==> config.mk <==
export PLATFORM = sky130hd
export DESIGN_NAME = key_debounce_mc
export DESIGN_NICKNAME = d
export VERILOG_FILES = /design/src/rtl/key_debounce_mc.sv
export SDC_FILE = /design/constraint.sdc
export NUM_CORES = 1
export LEC_CHECK = 0
export BUFFER_PORTS_ARGS = -buffer_cell sky130_fd_sc_hd__buf_4
export CORE_MARGIN = 2
export CORE_UTILIZATION = 55
export DETAILED_ROUTE_END_ITERATION = 16
export GPL_TIMING_DRIVEN = 0
export HOLD_SLACK_MARGIN = 0.02
export PLACE_DENSITY = 0.77
export SYNTH_ARGS = -nofsm -noshare
export SYNTH_HDL_FRONTEND = slang
export SYNTH_SLANG_ARGS = --single-unit
export TNS_END_PERCENT = 100
==> constraint.sdc <==
create_clock -name CLK_I -period 2.05 [get_ports CLK_I]
set_clock_uncertainty 0.1 [all_clocks]
set_input_delay 0.205 -clock CLK_I [delete_from_list [all_inputs] [get_ports CLK_I]]
set_output_delay 0.205 -clock CLK_I [all_outputs]
set_load 0.1 [all_outputs]
==> src/rtl/key_debounce_mc.sv <==
// Multi-channel key debouncer: 2-flop sync, per-direction stability filter,
// and registered one-cycle press / release / long-press pulses per channel.
module key_debounce_mc #(
    parameter int C_CLK_PRD_NS              = 10,
    parameter int C_CHANNELS                = 4,
    parameter int C_LOW_LEVEL_THRESHOLD_US  = 20,
    parameter int C_HIGH_LEVEL_THRESHOLD_US = 20,
    parameter bit C_KEY_ACTIVE              = 1'b1,
    parameter int C_LONG_PRESS_US           = 1000000
) (
    input  logic                  CLK_I,
    input  logic                  RST_I,
    input  logic [C_CHANNELS-1:0] KEY_I,
    output logic [C_CHANNELS-1:0] KEY_O,
    output logic [C_CHANNELS-1:0] PRESS_O,
    output logic [C_CHANNELS-1:0] RELEASE_O,
    output logic [C_CHANNELS-1:0] LONG_O
);

    localparam longint N_LOW_RAW  = longint'(C_LOW_LEVEL_THRESHOLD_US) * 1000 / longint'(C_CLK_PRD_NS);
    localparam longint N_HIGH_RAW = longint'(C_HIGH_LEVEL_THRESHOLD_US) * 1000 / longint'(C_CLK_PRD_NS);
    localparam longint N_LOW      = (N_LOW_RAW < 1) ? 1 : N_LOW_RAW;
    localparam longint N_HIGH     = (N_HIGH_RAW < 1) ? 1 : N_HIGH_RAW;
    localparam longint N_MAX      = (N_LOW > N_HIGH) ? N_LOW : N_HIGH;
    localparam longint L          = longint'(C_LONG_PRESS_US) * 1000 / longint'(C_CLK_PRD_NS);
    localparam bit     LONG_EN    = (L > 0);
    // keeps the hold counter at least one bit wide when long-press is disabled
    localparam longint L_SAT      = LONG_EN ? L : 1;
    localparam int     CNT_W      = $clog2(N_MAX + 1);
    localparam int     HOLD_W     = $clog2(L_SAT + 1);

    localparam logic [CNT_W-1:0]  LOW_LAST  = CNT_W'(N_LOW - 1);
    localparam logic [CNT_W-1:0]  HIGH_LAST = CNT_W'(N_HIGH - 1);
    localparam logic [HOLD_W-1:0] HOLD_LAST = HOLD_W'(L_SAT - 1);
    localparam logic [HOLD_W-1:0] HOLD_MAX  = HOLD_W'(L_SAT);
    localparam logic              ACT       = C_KEY_ACTIVE;
    localparam logic              INACT     = ~C_KEY_ACTIVE;

    logic [C_CHANNELS-1:0] sync1, sync2, state, state_nxt;
    logic [C_CHANNELS-1:0] press_q, release_q, long_q;
    logic [C_CHANNELS-1:0] press_nxt, release_nxt, long_nxt;
    logic [CNT_W-1:0]      cnt      [C_CHANNELS];
    logic [CNT_W-1:0]      cnt_nxt  [C_CHANNELS];
    logic [HOLD_W-1:0]     hold     [C_CHANNELS];
    logic [HOLD_W-1:0]     hold_nxt [C_CHANNELS];

    always_ff @(posedge CLK_I) begin
        if (RST_I) begin
            sync1     <= {C_CHANNELS{INACT}};
            sync2     <= {C_CHANNELS{INACT}};
            state     <= {C_CHANNELS{INACT}};
            press_q   <= '0;
            release_q <= '0;
            long_q    <= '0;
            for (int unsigned i = 0; i < C_CHANNELS; i++) begin
                cnt[i]  <= '0;
                hold[i] <= '0;
            end
        end else begin
            sync1     <= KEY_I;
            sync2     <= sync1;
            state     <= state_nxt;
            press_q   <= press_nxt;
            release_q <= release_nxt;
            long_q    <= long_nxt;
            for (int unsigned i = 0; i < C_CHANNELS; i++) begin
                cnt[i]  <= cnt_nxt[i];
                hold[i] <= hold_nxt[i];
            end
        end
    end

    always_comb begin
        state_nxt   = state;
        press_nxt   = '0;
        release_nxt = '0;
        long_nxt    = '0;
        for (int unsigned i = 0; i < C_CHANNELS; i++) begin
            cnt_nxt[i]  = '0;
            hold_nxt[i] = '0;
            if (sync2[i] != state[i]) begin
                if (cnt[i] == (sync2[i] ? HIGH_LAST : LOW_LAST))
                    state_nxt[i] = sync2[i];
                else
                    cnt_nxt[i] = cnt[i] + CNT_W'(1);
            end
            press_nxt[i]   = (state_nxt[i] == ACT) && (state[i] != ACT);
            release_nxt[i] = (state_nxt[i] != ACT) && (state[i] == ACT);
            // a release landing on the same edge as the hold limit suppresses the pulse
            if (state[i] == ACT) begin
                hold_nxt[i] = (hold[i] == HOLD_MAX) ? hold[i] : hold[i] + HOLD_W'(1);
                long_nxt[i] = LONG_EN && (hold[i] == HOLD_LAST) && (state_nxt[i] == ACT);
            end
        end
    end

    assign KEY_O     = state;
    assign PRESS_O   = press_q;
    assign RELEASE_O = release_q;
    assign LONG_O    = long_q;

endmodule
==> impl_metrics.sql, run 1 <==
INSERT INTO impl_metrics (metric_group, metric, value, unit) VALUES
('status', 'outcome', 'complete, no violations', ''),
('grt', 'first_pass_grt_wire_length', '25400', 'um'),
('logic_synthesis', 'ys_ff_latch', '176', ''),
('floorplan', 'row_count', '42', ''),
('floorplan', 'ios', '22', ''),
('critical_path', 'path_max_fanout', '8', ''),
('clock_network', 'clockBufferDepth', '2', ''),
('critical_path', 'path_delay_family', 'simple AND/OR/NAND/NOR gates', ''),
('finish', 'final_layout_size_suffix_gt1_frac', '0.114', ''),
('placed_design', 'placed_cells_incl_taps', '1048', ''),
('clock_network', 'cts-buffers-inserted', '17', ''),
('floorplan', 'core_region_area', '13300', 'sq um'),
('timing', 'setup_ws', '100', 'ps'),
('timing', 'slew_viol_final', '0', ''),
('routing', 'via_per_inst', '5.40', ''),
('critical_path', 'worstSetupStartpointType', 'register', ''),
('finish', 'finalNetCount', '916', ''),
('min_path', 'min-delay-start', 'RST_I', ''),
('logic_synthesis', 'synth.most_common_cell', 'sky130_fd_sc_hd__dfxtp_1', ''),
('critical_path', 'worstReg2RegStart', 'hold[2][8]$_SDFFE_PP0P_', ''),
('min_path', 'class_of_the_tightest_hold_or_removal_check', 'in2reg', ''),
('finish', 'synthesis_to_finish_area_growth', '17.6', '%'),
('run', 'maxCapViolCount', '0', ''),
('critical_path', 'critical_path_arrival', '2140', 'ps'),
('clock_network', 'cts.sink_count', '176', ''),
('routing', 'drtIter0Drc', '449', ''),
('clock_network', 'clock_latency_reported_for_the_late_side_of_the_worst_skew_pair', '420', 'ps'),
('critical_path', 'worstPathBufferInverterCount', '0', ''),
('clock_network', 'cts_max_level', '4', ''),
('grt', 'grt.overflow.total', '0', ''),
('logic_synthesis', 'async_flop_share', '0', ''),
('logic_synthesis', 'yosys.area.top_type', 'sky130_fd_sc_hd__dfxtp_1', ''),
('critical_path', 'crit_required', '2250', 'ps'),
('finish', 'post_layout_nonfiller_instances', '1087', ''),
('clock_network', 'tritoncts_clock_tree', 'yes', ''),
('timing', 'timing.setup.tns', '0', 'ps'),
('finish', 'seq_area', '3530', 'sq um'),
('min_path', 'min_delay_worst_endpoint', 'cnt[0][35]$_SDFF_PP0_', ''),
('routing', 'postRouteAntennaNets', '0', ''),
('timing', 'fin_crit_sh', '0.951', ''),
('critical_path', 'rr_worst_depth', '5', ''),
('routing', 'drtPass1Iterations', '5', ''),
('timing', 'report.final.setup_viol', '0', ''),
('logic_synthesis', 'count_of_flip_flops_with_a_built_in_enable_after_synthesis', '0', ''),
('timing', 'max_clock_freq', '0.513', 'GHz'),
('power_and_ir_drop', 'leakage', '0.00294', 'uW'),
('finish', 'utilization_after_layout', '0.668', ''),
('critical_path', 'timing.setup.critical_path_class', 'reg2reg', ''),
('critical_path', 'worstPathCellList', 'nand3_1 -> nor4_4 -> nand4_1 -> xor2_1 -> nor2_1', ''),
('routing', 'routed_wirelength', '15000', 'um'),
('critical_path', 'reg2reg_setup_slack', '100', 'ps'),
('placed_design', 'place.gp.congestion', '0.831', ''),
('critical_path', 'cp_slowest_stage_delay', '570', 'ps'),
('routing', 'wl_per_cell', '13.8', 'um'),
('critical_path', 'r2r_end', 'hold[2][26]$_SDFFE_PP0P_', ''),
('min_path', 'timing.hold.worst_path_depth', '3', ''),
('timing', 'slew_headroom', '0.543', ''),
('finish', 'antenna_cells_inserted', '0', ''),
('routing', 'drc_errors', '0', ''),
('power_and_ir_drop', 'vdd_drop_max', '573', 'uV'),
('logic_synthesis', 'netlist_area', '7580', 'sq um'),
('placed_design', 'port_buffers', '21', ''),
('logic_synthesis', 'synth.cells.most_frequent', 'sky130_fd_sc_hd__dfxtp_1 (176), sky130_fd_sc_hd__nor2_1 (161), sky130_fd_sc_hd__xnor2_1 (63), sky130_fd_sc_hd__xor2_1 (63), sky130_fd_sc_hd__nand3_1 (55)', ''),
('logic_synthesis', 'synth_ff_type', 'sky130_fd_sc_hd__dfxtp_1', ''),
('logic_synthesis', 'yosys_warnings', '0', ''),
('grt', 'first_global_vias', '5664', ''),
('logic_synthesis', 'syn-num-nets', '869', ''),
('logic_synthesis', 'synth.yosys.seq_area_share', '0.465', ''),
('finish', 'multiInputGateArea', '4030', 'sq um'),
('logic_synthesis', 'post_synth_inst_count', '851', ''),
('timing', 'timing.final.hold_violations', '0', '');
-- where the power goes --
| part | total [uW] | switching [uW] | internal (uW) | leakage, uW |
|---|---|---|---|---|
| Combinational | 47.5 | 24.9 | 22.6 | 0.00118 |
| Clock | 3910 | 1340 | 2570 | 0.000347 |
| Sequential | 3440 | 7.42 | 3430 | 0.00142 |
-- per-layer routing --
| layer | share of wire | routed length, um | global-route usage |
|---|---|---|---|
| met5 | 0 | 0 | 0 |
| met4 | 0.012 | 177 | 0.0711 |
| met3 | 0.036 | 541 | 0.0540 |
| met2 | 0.48 | 7270 | 0.350 |
| met1 | 0.47 | 7050 | 0.270 |
-- worst register-to-register path, delay by kind of cell (launching register included) --
kind	cells	cell delay (ps)
simple gates	4	1070
xor+xnor	1	180
flops	1	470
-- worst max path at each step --
stage / slack [ps] / from / depth (start not counted) / to
after detailed placement: -40 / cnt[0][33]$_SDFF_PP0_ / 5 / PRESS_O[3]$_SDFF_PP0_
after CTS: 10 / cnt[0][22]$_SDFF_PP0_ / 6 / cnt[0][25]$_SDFF_PP0_
final: 100 / hold[2][8]$_SDFFE_PP0P_ / 5 / hold[2][26]$_SDFFE_PP0P_
after floorplan: 150 / KEY_O[1]$_SDFF_PP0_ / 4 / LONG_O[1]$_SDFF_PP0_
after global placement: -40 / cnt[0][33]$_SDFF_PP0_ / 5 / PRESS_O[3]$_SDFF_PP0_
after global routing: -10 / hold[0][0]$_SDFFE_PP0P_ / 6 / hold[0][26]$_SDFFE_PP0P_
-- what timing repair did --
action                     CTS  global route
pin swaps                    1             6
cloned                       0             0
resized for setup            7            31
buffers inserted             1             4
setup endpoints to repair   15            65
hold buffers                 4             0
hold endpoints to repair     4             0
-- cells in the final DEF (no fill, tap or decap), types with 4 or more instances in the layout --
cell type                       synthesis  routed
sky130_fd_sc_hd__a21oi_1               18      18
sky130_fd_sc_hd__dfxtp_2                0       5
sky130_fd_sc_hd__or3_1                 15      15
sky130_fd_sc_hd__nand2b_1              12      12
sky130_fd_sc_hd__and4_1                 8       8
sky130_fd_sc_hd__clkbuf_16              0      17
sky130_fd_sc_hd__nor4b_1               10       8
sky130_fd_sc_hd__nand2_1               47      45
sky130_fd_sc_hd__o21ai_0               12      11
sky130_fd_sc_hd__xor2_1                63      63
sky130_fd_sc_hd__buf_4                  0      27
sky130_fd_sc_hd__dlygate4sd3_1          0       4
sky130_fd_sc_hd__ha_1                  12      11
sky130_fd_sc_hd__inv_1                 23      23
sky130_fd_sc_hd__nand4_1               37      37
sky130_fd_sc_hd__dfxtp_1              176     171
sky130_fd_sc_hd__and3_1                22      21
sky130_fd_sc_hd__bufinv_16              0       8
sky130_fd_sc_hd__nor2b_1               10      10
sky130_fd_sc_hd__nand3_2                3       5
sky130_fd_sc_hd__nor3_1                22      21
sky130_fd_sc_hd__nor4_2                 3       4
sky130_fd_sc_hd__clkbuf_1              17      14
sky130_fd_sc_hd__nor4_4                 3       7
sky130_fd_sc_hd__nor4_1                21      16
sky130_fd_sc_hd__mux2i_1                7       7
sky130_fd_sc_hd__nor2_1               161     160
sky130_fd_sc_hd__nand3_1               55      52
sky130_fd_sc_hd__xnor2_1               63      63
-- stage by stage --
step	cell area, sq um	hold WS (ps)
finish	8910	91.3
CTS	8770	74.7
floorplan	7580	233
global route	8910	85.8
global placement	7960	319
detailed placement	7960	320
-- cell families after synthesis --
kind of cell,Yosys count,share of synthesized area
AOI/OAI and AO/OA,34,0.0244
xor gates and xnor gates,126,0.146
adders and majority gates,12,0.0198
buffers and inverters,47,0.0239
DFF,176,0.465
muxes,7,0.00924
and+or+nand+nor,449,0.312
-- registers in the layout, indices dropped and copies added (netlist names) --
signal	flops
LONG_O	4
hold	108
cnt	44
KEY_O	4
PRESS_O	4
sync2	4
RELEASE_O	4
sync1	4
-- layout make-up --
| cell class | instances | share of cell area |
|---|---|---|
| buffer | 22 | 0.0105 |
| inverter | 23 | 0.00968 |
| clock buffer | 18 | 0.0493 |
| clock inverter | 14 | 0.0317 |
| timing repair buffer | 30 | 0.0264 |
| tap | 176 | 0.0247 |
| sequential | 176 | 0.396 |
| multi-input combinational | 628 | 0.452 |
No activity file was read; power rests on OpenSTA's default activity.
==> run 2: changes to the inputs <==
- CORE_ASPECT_RATIO: not set -> 0.6
==> impl_metrics.sql, run 2 (synthesis results as in run 1) <==
INSERT INTO impl_metrics (metric_group, metric, value, unit) VALUES
('finish', 'synthesis_to_finish_area_growth', '16.3', '%'),
('clock_network', 'cts-buffers-inserted', '17', ''),
('finish', 'largest_register_ffs', '108', ''),
('floorplan', 'die_width', '156', 'um'),
('min_path', 'class_of_the_tightest_hold_or_removal_check', 'in2reg', ''),
('routing', 'postRouteAntennaNets', '0', ''),
('routing', 'routed-via-count', '5757', ''),
('clock_network', 'cts_root_buf', 'sky130_fd_sc_hd__clkbuf_16', ''),
('clock_network', 'clock_latency_reported_for_the_late_side_of_the_worst_skew_pair', '420', 'ps'),
('routing', 'drtPass1Iterations', '4', ''),
('placed_design', 'post_dp_cell_area', '7960', 'sq um'),
('timing', 'max_clock_freq', '0.512', 'GHz'),
('placed_design', 'port_buffers', '21', ''),
('floorplan', 'floorplan.initialDensity', '0.560', ''),
('grt', 'first_global_vias', '5136', ''),
('timing', 'finalCriticalPeriod', '1950', 'ps'),
('floorplan', 'die_h', '95.0', 'um'),
('grt', 'first_pass_grt_wire_length', '24700', 'um'),
('clock_network', 'clock_transition_at_path_regs', '70', 'ps'),
('critical_path', 'timing.setup.critical_path_class', 'reg2reg', ''),
('timing', 'worst_slew_pin_slew', '555', 'ps'),
('placed_design', 'place.gp.congestion', '0.844', ''),
('placed_design', 'hpwl', '9860', 'um'),
('clock_network', 'cts.sink_count', '176', ''),
('routing', 'drtIter0Drc', '357', ''),
('power_and_ir_drop', 'vdd_drop_max', '558', 'uV'),
('timing', 'fin_crit_sh', '0.952', ''),
('grt', 'grt_max_degree', '17', ''),
('clock_network', 'cts_max_level', '4', ''),
('clock_network', 'tritoncts_clock_tree', 'yes', ''),
('routing', 'wl_per_cell', '13.6', 'um'),
('routing', 'via_per_inst', '5.29', ''),
('floorplan', 'ios', '22', ''),
('floorplan', 'dieArea', '14800', 'sq um'),
('power_and_ir_drop', 'leakage', '0.00287', 'uW'),
('finish', 'reg.largest.list', 'hold: 108 flops, cnt: 44 flops', ''),
('power_and_ir_drop', 'power.density', '761', 'nW/um^2'),
('grt', 'track_usage', '0.207', ''),
('timing', 'whs', '115', 'ps'),
('finish', 'antenna_cells_inserted', '0', ''),
('finish', 'final_cell_area', '8820', 'sq um'),
('critical_path', 'worstSetupStartpointType', 'register', ''),
('routing', 'routed_wirelength', '14900', 'um'),
('critical_path', 'path_max_fanout', '6', ''),
('status', 'outcome', 'complete, no violations', ''),
('timing', 'report.final.setup_viol', '0', ''),
('timing', 'timing.final.hold_violations', '0', ''),
('finish', 'top_register', 'hold', ''),
('grt', 'grt.overflow.total', '0', ''),
('finish', 'finalNetCount', '919', ''),
('timing', 'slew_headroom', '0.627', ''),
('finish', 'final_layout_size_suffix_gt1_frac', '0.117', ''),
('timing', 'slew_viol_final', '0', ''),
('grt', 'number_of_antenna_violations_at_the_first_check_in_global_routing', '0', ''),
('floorplan', 'core_region_area', '13500', 'sq um'),
('finish', 'layout.cells.most_common_list', 'sky130_fd_sc_hd__dfxtp_1 (170), sky130_fd_sc_hd__nor2_1 (160), sky130_fd_sc_hd__xnor2_1 (63), sky130_fd_sc_hd__xor2_1 (63), sky130_fd_sc_hd__nand3_1 (54)', ''),
('floorplan', 'row_count', '33', ''),
('timing', 'rsz0062_at_grt', 'yes', ''),
('critical_path', 'crit_required', '2270', 'ps'),
('routing', 'drc_errors', '0', ''),
('critical_path', 'critical_path_arrival', '2170', 'ps'),
('clock_network', 'clockBufferDepth', '2', ''),
('run', 'maxCapViolCount', '0', ''),
('critical_path', 'critical_path.endpoint_type', 'register', ''),
('finish', 'layout.cells.most_common', 'sky130_fd_sc_hd__dfxtp_1', ''),
('timing', 'timing.setup.tns', '0', 'ps');
run 2: cell count changes in the layout (fill, tap and decap cells not counted), moves of 3 or more:
cell | previous run | this run
sky130_fd_sc_hd__nand3_2 | 5 | 2
sky130_fd_sc_hd__clkinv_4 | 0 | 5
sky130_fd_sc_hd__bufinv_16 | 8 | 2
sky130_fd_sc_hd__clkbuf_1 | 14 | 17
sky130_fd_sc_hd__nor4_1 | 16 | 13
sky130_fd_sc_hd__nor4_2 | 4 | 8
run 2: cell type report:
cell class              count  area (sq um)
plain buffers              22          91.3
multi-input cells         628          4040
inverters                  23          86.3
clock inverters            10           130
fillers                  1087          4720
clock buffers              22           464
repair buffers             33           258
flip-flops and latches    176          3540
well taps                 175           219
run 2: routing by layer:
layer,vias to the layer above,global-route usage,part of all wire
li1,3010,-,-
met1,2644,0.310,0.53
met2,88,0.298,0.42
met3,15,0.0436,0.039
met4,0,0.0573,0.0088
met5,-,0,0
run 2: stage by stage:
stage	cells	utilization	total power [uW]	setup WS [ps]
detailed placement	1047	0.588	3550	-81.6
floorplan	851	-	3530	153
global placement	1047	0.588	3550	-77.8
finish	1089	0.651	6710	97.6
CTS	1082	0.635	6770	3.09
global route	1089	0.651	6930	-24.3
run 2: path summary, 6_finish.rpt:
check                           slack [ps]                      from                  endpoint  depth (start not counted)
worst max-delay path                   100  hold[3][13]$_SDFFE_PP0P_  hold[3][26]$_SDFFE_PP0P_                          5
worst min-delay path                   120                     RST_I     cnt[0][35]$_SDFF_PP0_                          3
worst max register to register         100  hold[3][13]$_SDFFE_PP0P_  hold[3][26]$_SDFFE_PP0P_                          5
worst min register to register         340       sync1[3]$_SDFF_PP0_       sync2[3]$_SDFF_PP0_                          1
run 2: power by group:
group | total [uW] | switching, uW | internal, uW
clock | 3240 | 1360 | 1880
combinational | 46.0 | 23.5 | 22.5
sequential | 3430 | 7.56 | 3430
total | 6710 | 1390 | 5330
run 2: repair_timing:
item                                   CTS  global route
setup endpoints to repair               10            69
setup buffers                            0             8
gates resized for setup                  3            38
gates cloned                             0             0
endpoints found under the hold margin    4             0
pin swaps                                0             3
hold buffers                             4             0
run 2: worst max-delay path, cell delays in order, from the launching register on:
cell                       delay (ps)
sky130_fd_sc_hd__dfxtp_1          400
sky130_fd_sc_hd__and4_1           300
sky130_fd_sc_hd__nand4_1          340
sky130_fd_sc_hd__nor3_2           360
sky130_fd_sc_hd__a311oi_1         140
sky130_fd_sc_hd__a41o_1           210
